===== src/rtl/ps2_host_tx_pkg.sv =====
// Shared definitions for the PS/2 host transmit path: FSM states, command bytes
// and the 9-bit {odd parity, data} payload builder.
package ps2_host_tx_pkg;

    typedef enum logic [2:0] {
        IDLE     = 3'd0,
        INHIBIT  = 3'd1,
        REQ      = 3'd2,
        SEND     = 3'd3,
        ACK      = 3'd4,
        WAITIDLE = 3'd5,
        DONE     = 3'd6
    } tx_state_e;

    localparam logic [7:0] CMD_SET_LEDS = 8'hED;
    localparam logic [7:0] CMD_RESET    = 8'hFF;
    localparam logic [7:0] RESP_ACK     = 8'hFA;

    function automatic logic [8:0] ps2_payload(input logic [7:0] data);
        return {~^data, data};
    endfunction

endpackage


===== src/rtl/ps2_line_sync.sv =====
// Two-flop synchronizer with falling-edge detect for one PS/2 pad.
// Flops reset high so an idle bus never looks like a fall out of reset.
module ps2_line_sync (
    input  logic clock,
    input  logic resetn,
    input  logic line_i,
    output logic line_s_o,
    output logic fall_o
);

    logic meta_q;
    logic sync_q;
    logic prev_q;

    always_ff @(posedge clock or negedge resetn) begin
        if (!resetn) begin
            meta_q <= 1'b1;
            sync_q <= 1'b1;
            prev_q <= 1'b1;
        end else begin
            meta_q <= line_i;
            sync_q <= meta_q;
            prev_q <= sync_q;
        end
    end

    assign line_s_o = sync_q;
    assign fall_o   = prev_q & ~sync_q;

endmodule


===== src/rtl/ps2_host_tx.sv =====
// Host-to-device PS/2 transmitter: inhibits the bus, issues a request-to-send and
// clocks out {data, parity, stop} on device clock falls, then checks the device ACK.
//
// state    | meaning
// IDLE     | lines released, waiting for tx_start
// INHIBIT  | clock held low; start bit asserted in the last cycle
// REQ      | clock released with data low (start bit), timeout armed
// SEND     | next bit driven on each device clock fall
// ACK      | stop bit out; sample device ACK on the next fall
// WAITIDLE | wait for both lines high
// DONE     | one-cycle tx_done / tx_error
module ps2_host_tx
    import ps2_host_tx_pkg::*;
#(
    parameter int CLK_HZ         = 10000000,
    parameter int INHIBIT_CYCLES = CLK_HZ / 10000,
    parameter int TIMEOUT_CYCLES = (CLK_HZ / 1000) * 15
) (
    input  logic       clock,
    input  logic       resetn,
    input  logic [7:0] tx_data,
    input  logic       tx_start,
    input  logic       ps2_clk_in,
    input  logic       ps2_dat_in,
    output logic       ps2_clk_oe,
    output logic       ps2_dat_oe,
    output logic       busy,
    output logic       tx_done,
    output logic       tx_error
);

    localparam int INH_W = $clog2(INHIBIT_CYCLES + 1);
    localparam int TO_W  = $clog2(TIMEOUT_CYCLES + 1);

    logic clk_s, clk_fall, dat_s, unused_dat_fall;

    ps2_line_sync u_clk_sync (
        .clock    (clock),
        .resetn   (resetn),
        .line_i   (ps2_clk_in),
        .line_s_o (clk_s),
        .fall_o   (clk_fall)
    );

    ps2_line_sync u_dat_sync (
        .clock    (clock),
        .resetn   (resetn),
        .line_i   (ps2_dat_in),
        .line_s_o (dat_s),
        .fall_o   (unused_dat_fall)
    );

    tx_state_e        state_q, state_d;
    logic [INH_W-1:0] inh_cnt_q, inh_cnt_d;
    logic [TO_W-1:0]  to_cnt_q, to_cnt_d;
    logic [3:0]       bit_cnt_q, bit_cnt_d;
    logic [8:0]       shift_q, shift_d;
    logic             dat_oe_q, dat_oe_d;
    logic             ack_ok_q, ack_ok_d;
    logic             timeout;

    always_ff @(posedge clock or negedge resetn) begin
        if (!resetn) begin
            state_q   <= IDLE;
            inh_cnt_q <= '0;
            to_cnt_q  <= '0;
            bit_cnt_q <= '0;
            shift_q   <= '0;
            dat_oe_q  <= 1'b0;
            ack_ok_q  <= 1'b0;
        end else begin
            state_q   <= state_d;
            inh_cnt_q <= inh_cnt_d;
            to_cnt_q  <= to_cnt_d;
            bit_cnt_q <= bit_cnt_d;
            shift_q   <= shift_d;
            dat_oe_q  <= dat_oe_d;
            ack_ok_q  <= ack_ok_d;
        end
    end

    always_comb begin
        state_d   = state_q;
        inh_cnt_d = inh_cnt_q;
        to_cnt_d  = to_cnt_q;
        bit_cnt_d = bit_cnt_q;
        shift_d   = shift_q;
        dat_oe_d  = dat_oe_q;
        ack_ok_d  = ack_ok_q;
        timeout   = 1'b0;

        // Timeout window covers everything after the clock is handed to the device.
        if (state_q inside {REQ, SEND, ACK, WAITIDLE}) begin
            if (to_cnt_q == '0) timeout = 1'b1;
            else                to_cnt_d = to_cnt_q - TO_W'(1);
        end

        case (state_q)
            IDLE: begin
                if (tx_start) begin
                    shift_d   = ps2_payload(tx_data);
                    inh_cnt_d = INH_W'(INHIBIT_CYCLES - 1);
                    bit_cnt_d = '0;
                    ack_ok_d  = 1'b0;
                    dat_oe_d  = 1'b0;
                    state_d   = INHIBIT;
                end
            end
            INHIBIT: begin
                if (inh_cnt_q == '0) begin
                    dat_oe_d = 1'b1;
                    to_cnt_d = TO_W'(TIMEOUT_CYCLES);
                    state_d  = REQ;
                end else begin
                    inh_cnt_d = inh_cnt_q - INH_W'(1);
                end
            end
            REQ: state_d = SEND;
            SEND: begin
                if (clk_fall) begin
                    if (bit_cnt_q == 4'd9) begin
                        dat_oe_d = 1'b0;
                        state_d  = ACK;
                    end else begin
                        dat_oe_d  = ~shift_q[bit_cnt_q];
                        bit_cnt_d = bit_cnt_q + 4'd1;
                    end
                end
            end
            ACK: begin
                if (clk_fall) begin
                    ack_ok_d = ~dat_s;
                    state_d  = WAITIDLE;
                end
            end
            WAITIDLE: if (clk_s && dat_s) state_d = DONE;
            DONE:     state_d = IDLE;
            default:  state_d = IDLE;
        endcase

        if (timeout) begin
            dat_oe_d = 1'b0;
            ack_ok_d = 1'b0;
            state_d  = DONE;
        end
    end

    // Start bit goes low in the final inhibit cycle so data is down before clock releases.
    assign ps2_clk_oe = (state_q == INHIBIT);
    assign ps2_dat_oe = dat_oe_q | ((state_q == INHIBIT) && (inh_cnt_q == '0));
    assign busy       = (state_q != IDLE) && (state_q != DONE);
    assign tx_done    = (state_q == DONE);
    assign tx_error   = (state_q == DONE) && !ack_ok_q;

endmodule

===== config.mk =====
export PLATFORM = sky130hd
export DESIGN_NAME = ps2_host_tx
export DESIGN_NICKNAME = d
export VERILOG_FILES = /design/src/rtl/ps2_host_tx_pkg.sv /design/src/rtl/ps2_line_sync.sv /design/src/rtl/ps2_host_tx.sv
export SDC_FILE = /design/constraint.sdc
export NUM_CORES = 1
export LEC_CHECK = 0
export CAP_MARGIN = 0
export CORE_ASPECT_RATIO = 1.1
export CORE_MARGIN = 5
export CORE_UTILIZATION = 50
export CTS_BUF_LIST = sky130_fd_sc_hd__clkbuf_16
export CTS_CLUSTER_DIAMETER = 150
export DETAILED_ROUTE_END_ITERATION = 10
export PLACE_DENSITY = 0.72
export SYNTH_ARGS = -nofsm -noshare
export SYNTH_HDL_FRONTEND = slang
export SYNTH_SLANG_ARGS = --single-unit

===== constraint.sdc =====
create_clock -name clock -period 5.9 [get_ports clock]
set_input_delay 0.59 -clock clock [delete_from_list [all_inputs] [get_ports clock]]
set_output_delay 0.59 -clock clock [all_outputs]
set_load 0.02 [all_outputs]

# == Word-level counts from Yosys, hierarchy flattened ==
# Cells that the tools add are included.
# classes
mux,32
magnitude_cmp,1
n_bitwise,5
n_eq_ne,18
reduce_logical,21
add_sub_neg,3
# op_table
cell,count
$mux 18,4
$mux 3,7
$mux 10,2
$pmux 10 s2,1
$logic_not 18->1,1
$pmux 3 s6,1
$sub 18x1->18 const B,1
$mux 4,3
$ne 3x3->1 const B,4
$logic_not 10->1,1
$mux 1,10
$sub 10x1->10 const B,1
$eq 3x3->1 const B,3
$ne 2x2->1 const B,4
$pmux 4 s2,1
$reduce_and 4->1,2
$reduce_bool 4->1,2
$reduce_xnor 8->1,1
$eq 3x2->1 const B,2
$ne 3x2->1 const B,2
$reduce_and 3->1,2
$reduce_and 6->1,1
$reduce_bool 3->1,2
$lt 4x5->1 const B,1
15 further kinds,21
# word_totals
out_inout_bits,5
in_bits,13
reg_bits,51
elab_cells,92

# == Longest topological paths before layout ==
# depth
depth_word,7
depth_mapped,8

# == Modules after synthesis ==
# From an unflattened synthesis, not the netlist that was laid out.
# hier_totals
hier_cells,308
hier_area_um2,2869.0
# by_module_without_submodules
mod,instances,cells_each,area_each_um2
ps2_host_tx,1,300,2683.8
ps2_line_sync,2,4,92.6

# == Worst setup path before layout ==
# OpenSTA, ideal clock, no wires.
# synth_path
path_type,flip-flop to flip-flop
startpoint,reg to_cnt_q[0]
endpoint,reg state_q[0]
stages_incl_launch_ff,8
synth_period_minus_slack_ps,1889
n_path_buf,0
t_required_ps,5778
path_slack_ps,4011
arrival_ps,1767
cell_sequence,dfrtp_1 > inv_1 > ha_1 > nor4b_4 > nand4_2 > nor3_4 > o21ai_0 > a32o_1
# synth_via
elab_chain_cells,5
elab_cells_between_ends,11
classes_between,6 x eq/ne; 3 x mux; 2 x reduce/logical
# synth_rtl
item,line,source
start: declaration,ps2_host_tx.sv:55,"logic [TO_W-1:0] to_cnt_q, to_cnt_d;"
start signal: assignment,ps2_host_tx.sv:74,to_cnt_q <= to_cnt_d;
$logic_not 18->1 (*),ps2_host_tx.sv:94,if (to_cnt_q == '0) timeout = 1'b1;
$mux 1 (*),ps2_host_tx.sv:94,
$mux 1 (*),ps2_host_tx.sv:93,"if (state_q inside {REQ, SEND, ACK, WAITIDLE}) begin"
"$ne 3x2->1 (no source line), or another cell as far along",-,
$reduce_and 6->1 (no source line),-,
end signal: assignment,ps2_host_tx.sv:72,state_q <= state_d;
end: declaration,ps2_host_tx.sv:53,"tx_state_e state_q, state_d;"
# Every way passes the cells marked *; elsewhere a longest branch is shown, timed or not.
# A chain may end at the register's enable or synchronous reset.

# == Final worst setup path ==
# layout_path
startpoint,reg inh_cnt_q[0]
endpoint,out ps2_dat_oe
# layout_via
elab_chain_cells,3
# layout_rtl
item,line,source
start: declaration,ps2_host_tx.sv:54,"logic [INH_W-1:0] inh_cnt_q, inh_cnt_d;"
start signal: assignment,ps2_host_tx.sv:73,inh_cnt_q <= inh_cnt_d;
$logic_not 10->1,ps2_host_tx.sv:150,assign ps2_dat_oe = dat_oe_q | ((state_q == INHIBIT) && (inh_cnt_q == '0));
$logic_and 1x1->1,ps2_host_tx.sv:150,
$or 1x1->1,ps2_host_tx.sv:150,
end: declaration,ps2_host_tx.sv:26,"output logic ps2_dat_oe,"
# Every way passes these cells.

==> impl_summary.txt <==
----------------------------------------------------
[Worst setup path]
  Critical path peak fanout ... 11
  Required time worst endpoint ... 5.31 ns
  Crit start category ... register
  R2r setup slk ... between 3 and 4 ns
  Depth of the worst register-to-register path ... 4
  R2r endpoint ... ack_ok_q$_DFFE_PN0P_
  Reg-to-reg critical path startpoint ... state_q[2]$_DFFE_PN0P_
  Element type at the critical path end ... primary output
  Setup CP Type ... register to primary output
  Data arrival time of the critical path ... approximately 2.5 ns

[Global routing]
  Global-route total usage across every layer ... 16.91%
  Number of antenna violations at the first check in global routing ... 0
  Remaining global-route overflow ... 0
  Via count of the first global-routing pass ... 2,161
  First-pass GRT wire length ... 9.639 mm
  Maximum number of pins on one net before global-route repair ... 52

[Finish]
  Final instance count without filler cells ... between 300 and 400
  Cell area after layout ... 0.003209 mm^2
  Fin nets ... ~330
  Fill cell instance count of the final layout ... 471
  Fraction of layout instances using a drive strength above 1 ... 10.22%
  Synth-to-Final Area Change ... 13.75%
  Number of antenna repair diodes ... 0

[Timing]
  Setup slack of the critical path after layout ... 2.788 ns
  Fin Clk Skew ... about 0.0084 ns
  Fmax ... between 0.3 and 0.4 GHz
  Unrepaired setup endpoints after global routing ... no
  Number of slew-limit violations in the final report ... 0
  Total negative setup slack ... 0 ns
  Clock period minus worst slack ... 3.112 ns
  # setup viols final ... 0
  Transition time at the pin with the least slew margin ... around 0.78 ns
  Final count of hold timing violations ... 0
  Max-slew headroom at the worst pin ... a little under half
  Share of the clock period used by the worst path ... 52.74%

[Floorplanning]
  Total core area ... 0.005430 mm^2
  Effective utilization at floorplan ... 51.96%
  I/O pins ... 18
  Placement Rows ... 28
  Overall die area ... a little over 0.007 mm^2
  Height of the chip ... approximately 89 um
  Die X ... 81.63 um

[CTS]
  Clock latency at the later pin of the worst-skew pair ... 0.29 ns
  Clock buffers created by TritonCTS ... 5
  Htree depth ... 2
  Number of buffers on the longest clock path ... 2
  Cts hold-fix bufs ... 0
  Clock tree from TritonCTS ... yes
  Cts repair resizes ... 0
  Root buffer cell ... sky130_fd_sc_hd__clkbuf_16
  Total number of clock tree sinks ... 51
  Clock input transition at the sequential cells of the worst setup and hold paths ... 0.07 ns
  Number of setup buffers added after CTS ... 0

[Routing]
  Detail-routed via count per cell ... 5.521
  Pre-Repair DR Iteration Count ... 4
  Total number of vias ... ~2,100
  Number of design-rule violations left by the first detailed-router iteration ... 115
  Post-route antenna net violation count ... 0
  Wire length per cell after detailed routing ... ~14 um
  Total detailed-routing wirelength ... around 5.3 mm
  DRC violation count after routing ... 0

[Yosys]
  EDFF count, synth ... 0
  Number of warnings issued by yosys ... 0
  Number of unique standard cell types used by synthesis ... 59
  Post-synth net total ... 314
  FFs w/ async S/R, synth ... 100.0%
  Flip-flop and latch count after synthesis ... 51
  Synthesized area per cell ... 9.500 um^2
  Number of instances in the synthesized netlist ... 297
  Most frequently used flop master after synthesis ... sky130_fd_sc_hd__dfrtp_1
  Post-synth design cell area ... 0.002821 mm^2
  Part of the Yosys area used for sequential elements ... 45.45%

[Placed design]
  Count of input and output buffers ... 17
  Worst Setup Slack post-DPL ... between 3 and 4 ns
  Post-DP Area ... 0.003040 mm^2
  Final weighted congestion in routability-driven placement ... 0.8461
  Post-DP HPWL ... 3.751 mm
  Placed Cells incl. Taps ... 380

[Hold path]
  Hold-critical path endpoint ... u_clk_sync.line_s_o$_DFF_PN1_
  Origin of the worst min-delay path ... u_clk_sync.meta_q$_DFF_PN1_
  WHS Path Cells ... 0
  Min-Delay Path Class ... register to register

[Flow run]
  Count of max-cap constraint violations ... 0

[Status]
  Status ... complete, no violations

[Pwr]
  Static leakage ... 1.355 nW
  Power density of the placed cells ... 462.3 mW/mm^2
  Max rail drop VDD ... 0.0002224 V
  Power Total ... 0.001484 W

----------------------------------------------------
[layout by cell type, fill, tap and decap left out, types with 10 or more instances in the layout]
cell,synthesis,routed
sky130_fd_sc_hd__inv_1,11,11
sky130_fd_sc_hd__o21ai_0,10,10
sky130_fd_sc_hd__nor2_1,26,26
sky130_fd_sc_hd__a21oi_1,16,16
sky130_fd_sc_hd__xnor2_1,16,16
sky130_fd_sc_hd__nor3_1,12,12
sky130_fd_sc_hd__nand2_1,47,47
sky130_fd_sc_hd__clkdlybuf4s50_1,0,16
sky130_fd_sc_hd__nand3_1,16,16
sky130_fd_sc_hd__dfrtp_1,46,46
[worst max-delay path, cell delays in order (launching register included)]
cell and delay (ns):
sky130_fd_sc_hd__dfrtp_1 0.40, sky130_fd_sc_hd__inv_1 0.07, sky130_fd_sc_hd__ha_1 0.20, sky130_fd_sc_hd__nor2b_1 0.21
sky130_fd_sc_hd__and3_1 0.21, sky130_fd_sc_hd__nand3_1 0.34, sky130_fd_sc_hd__nand2b_1 0.19, sky130_fd_sc_hd__clkdlybuf4s50_1 0.62
[Yosys cell counts, types with 6 or more instances]
master	n	area, um^2
sky130_fd_sc_hd__inv_1	11	41.29
sky130_fd_sc_hd__dfrtp_1	46	1151
sky130_fd_sc_hd__or4_1	6	45.04
sky130_fd_sc_hd__nor3_1	12	60.06
sky130_fd_sc_hd__o21ai_0	10	50.05
sky130_fd_sc_hd__xnor2_1	16	140.1
sky130_fd_sc_hd__nand3_1	16	80.08
sky130_fd_sc_hd__nand2_1	47	176.4
sky130_fd_sc_hd__a21oi_1	16	80.08
sky130_fd_sc_hd__nor2_1	26	97.59
[metal layers]
layer	vias to the layer above	share of wire [%]	GRT usage (%)
met2	26	48	27.41
met5	-	0	0
met3	4	3.4	3.870
met4	0	0.90	4.834
met1	1029	48	22.74
li1	1083	-	-
[worst max path at each step]
stage / from / to / slack [ns] / depth (start not counted)
after floorplan: to_cnt_q[0]$_DFF_PN0_ / state_q[0]$_DFFE_PN0P_ / 4.01 / 7
after global placement: inh_cnt_q[6]$_DFFE_PN0P_ / ps2_dat_oe / 3.12 / 5
after detailed placement: inh_cnt_q[0]$_DFFE_PN0P_ / ps2_dat_oe / 3.06 / 7
after CTS: inh_cnt_q[0]$_DFFE_PN0P_ / ps2_dat_oe / 2.75 / 7
after global routing: inh_cnt_q[0]$_DFFE_PN0P_ / ps2_dat_oe / 2.55 / 7
final: inh_cnt_q[0]$_DFFE_PN0P_ / ps2_dat_oe / 2.79 / 7
[flip-flops by register name, summed over array words and instances, names as in the netlist]
| signal | flops |
|---|---|
| u_clk_sync.prev_q | 1 |
| to_cnt_q | 18 |
| u_dat_sync.line_s_o | 1 |
| u_clk_sync.line_s_o | 1 |
| ack_ok_q | 1 |
| shift_q | 9 |
| dat_oe_q | 1 |
| u_clk_sync.meta_q | 1 |
| bit_cnt_q | 4 |
| u_dat_sync.meta_q | 1 |
| state_q | 3 |
| inh_cnt_q | 10 |
[layout make-up]
class / instances / area, um^2 / area share (%)
inverters: 11 / 41.29 / 1.287
well taps: 75 / 93.84 / 2.924
flip-flops and latches: 51 / 1282 / 39.96
repair buffers: 19 / 180.2 / 5.614
clock inverters: 3 / 43.79 / 1.365
clock buffers: 5 / 125.1 / 3.899
multi-input cells: 224 / 1443 / 44.95
[cell families (layout without fill, tap and decap cells)]
group                      Yosys count  in the layout  synth area share (%)
AOI/OAI and AO/OA                   48             48                 11.84
and+or+nand+nor                    142            142                 26.65
DFF                                 51             51                 45.45
muxes                                8              8                 3.370
xor gates and xnor gates            22             22                 7.494
buffers and inverters               22             38                 3.415
adders and majority gates            4              4                 1.774
[through the flow]
step	util (%)	hold WS, ns
detailed placement	55.99	0.3526
finish	59.10	0.3603
CTS	59.10	0.3604
global placement	55.99	0.3456
floorplan	-	0.2944
global route	59.10	0.3618
[where the power goes]
group	internal (W)	total, W	leakage (nW)	switching, W
Sequential	0.000469	0.000622	0.614	0.000153
Clock	0.000200	0.000326	0.0838	0.000126
Combinational	0.000241	0.000536	0.657	0.000295
Power figures use the tool's default switching activity.
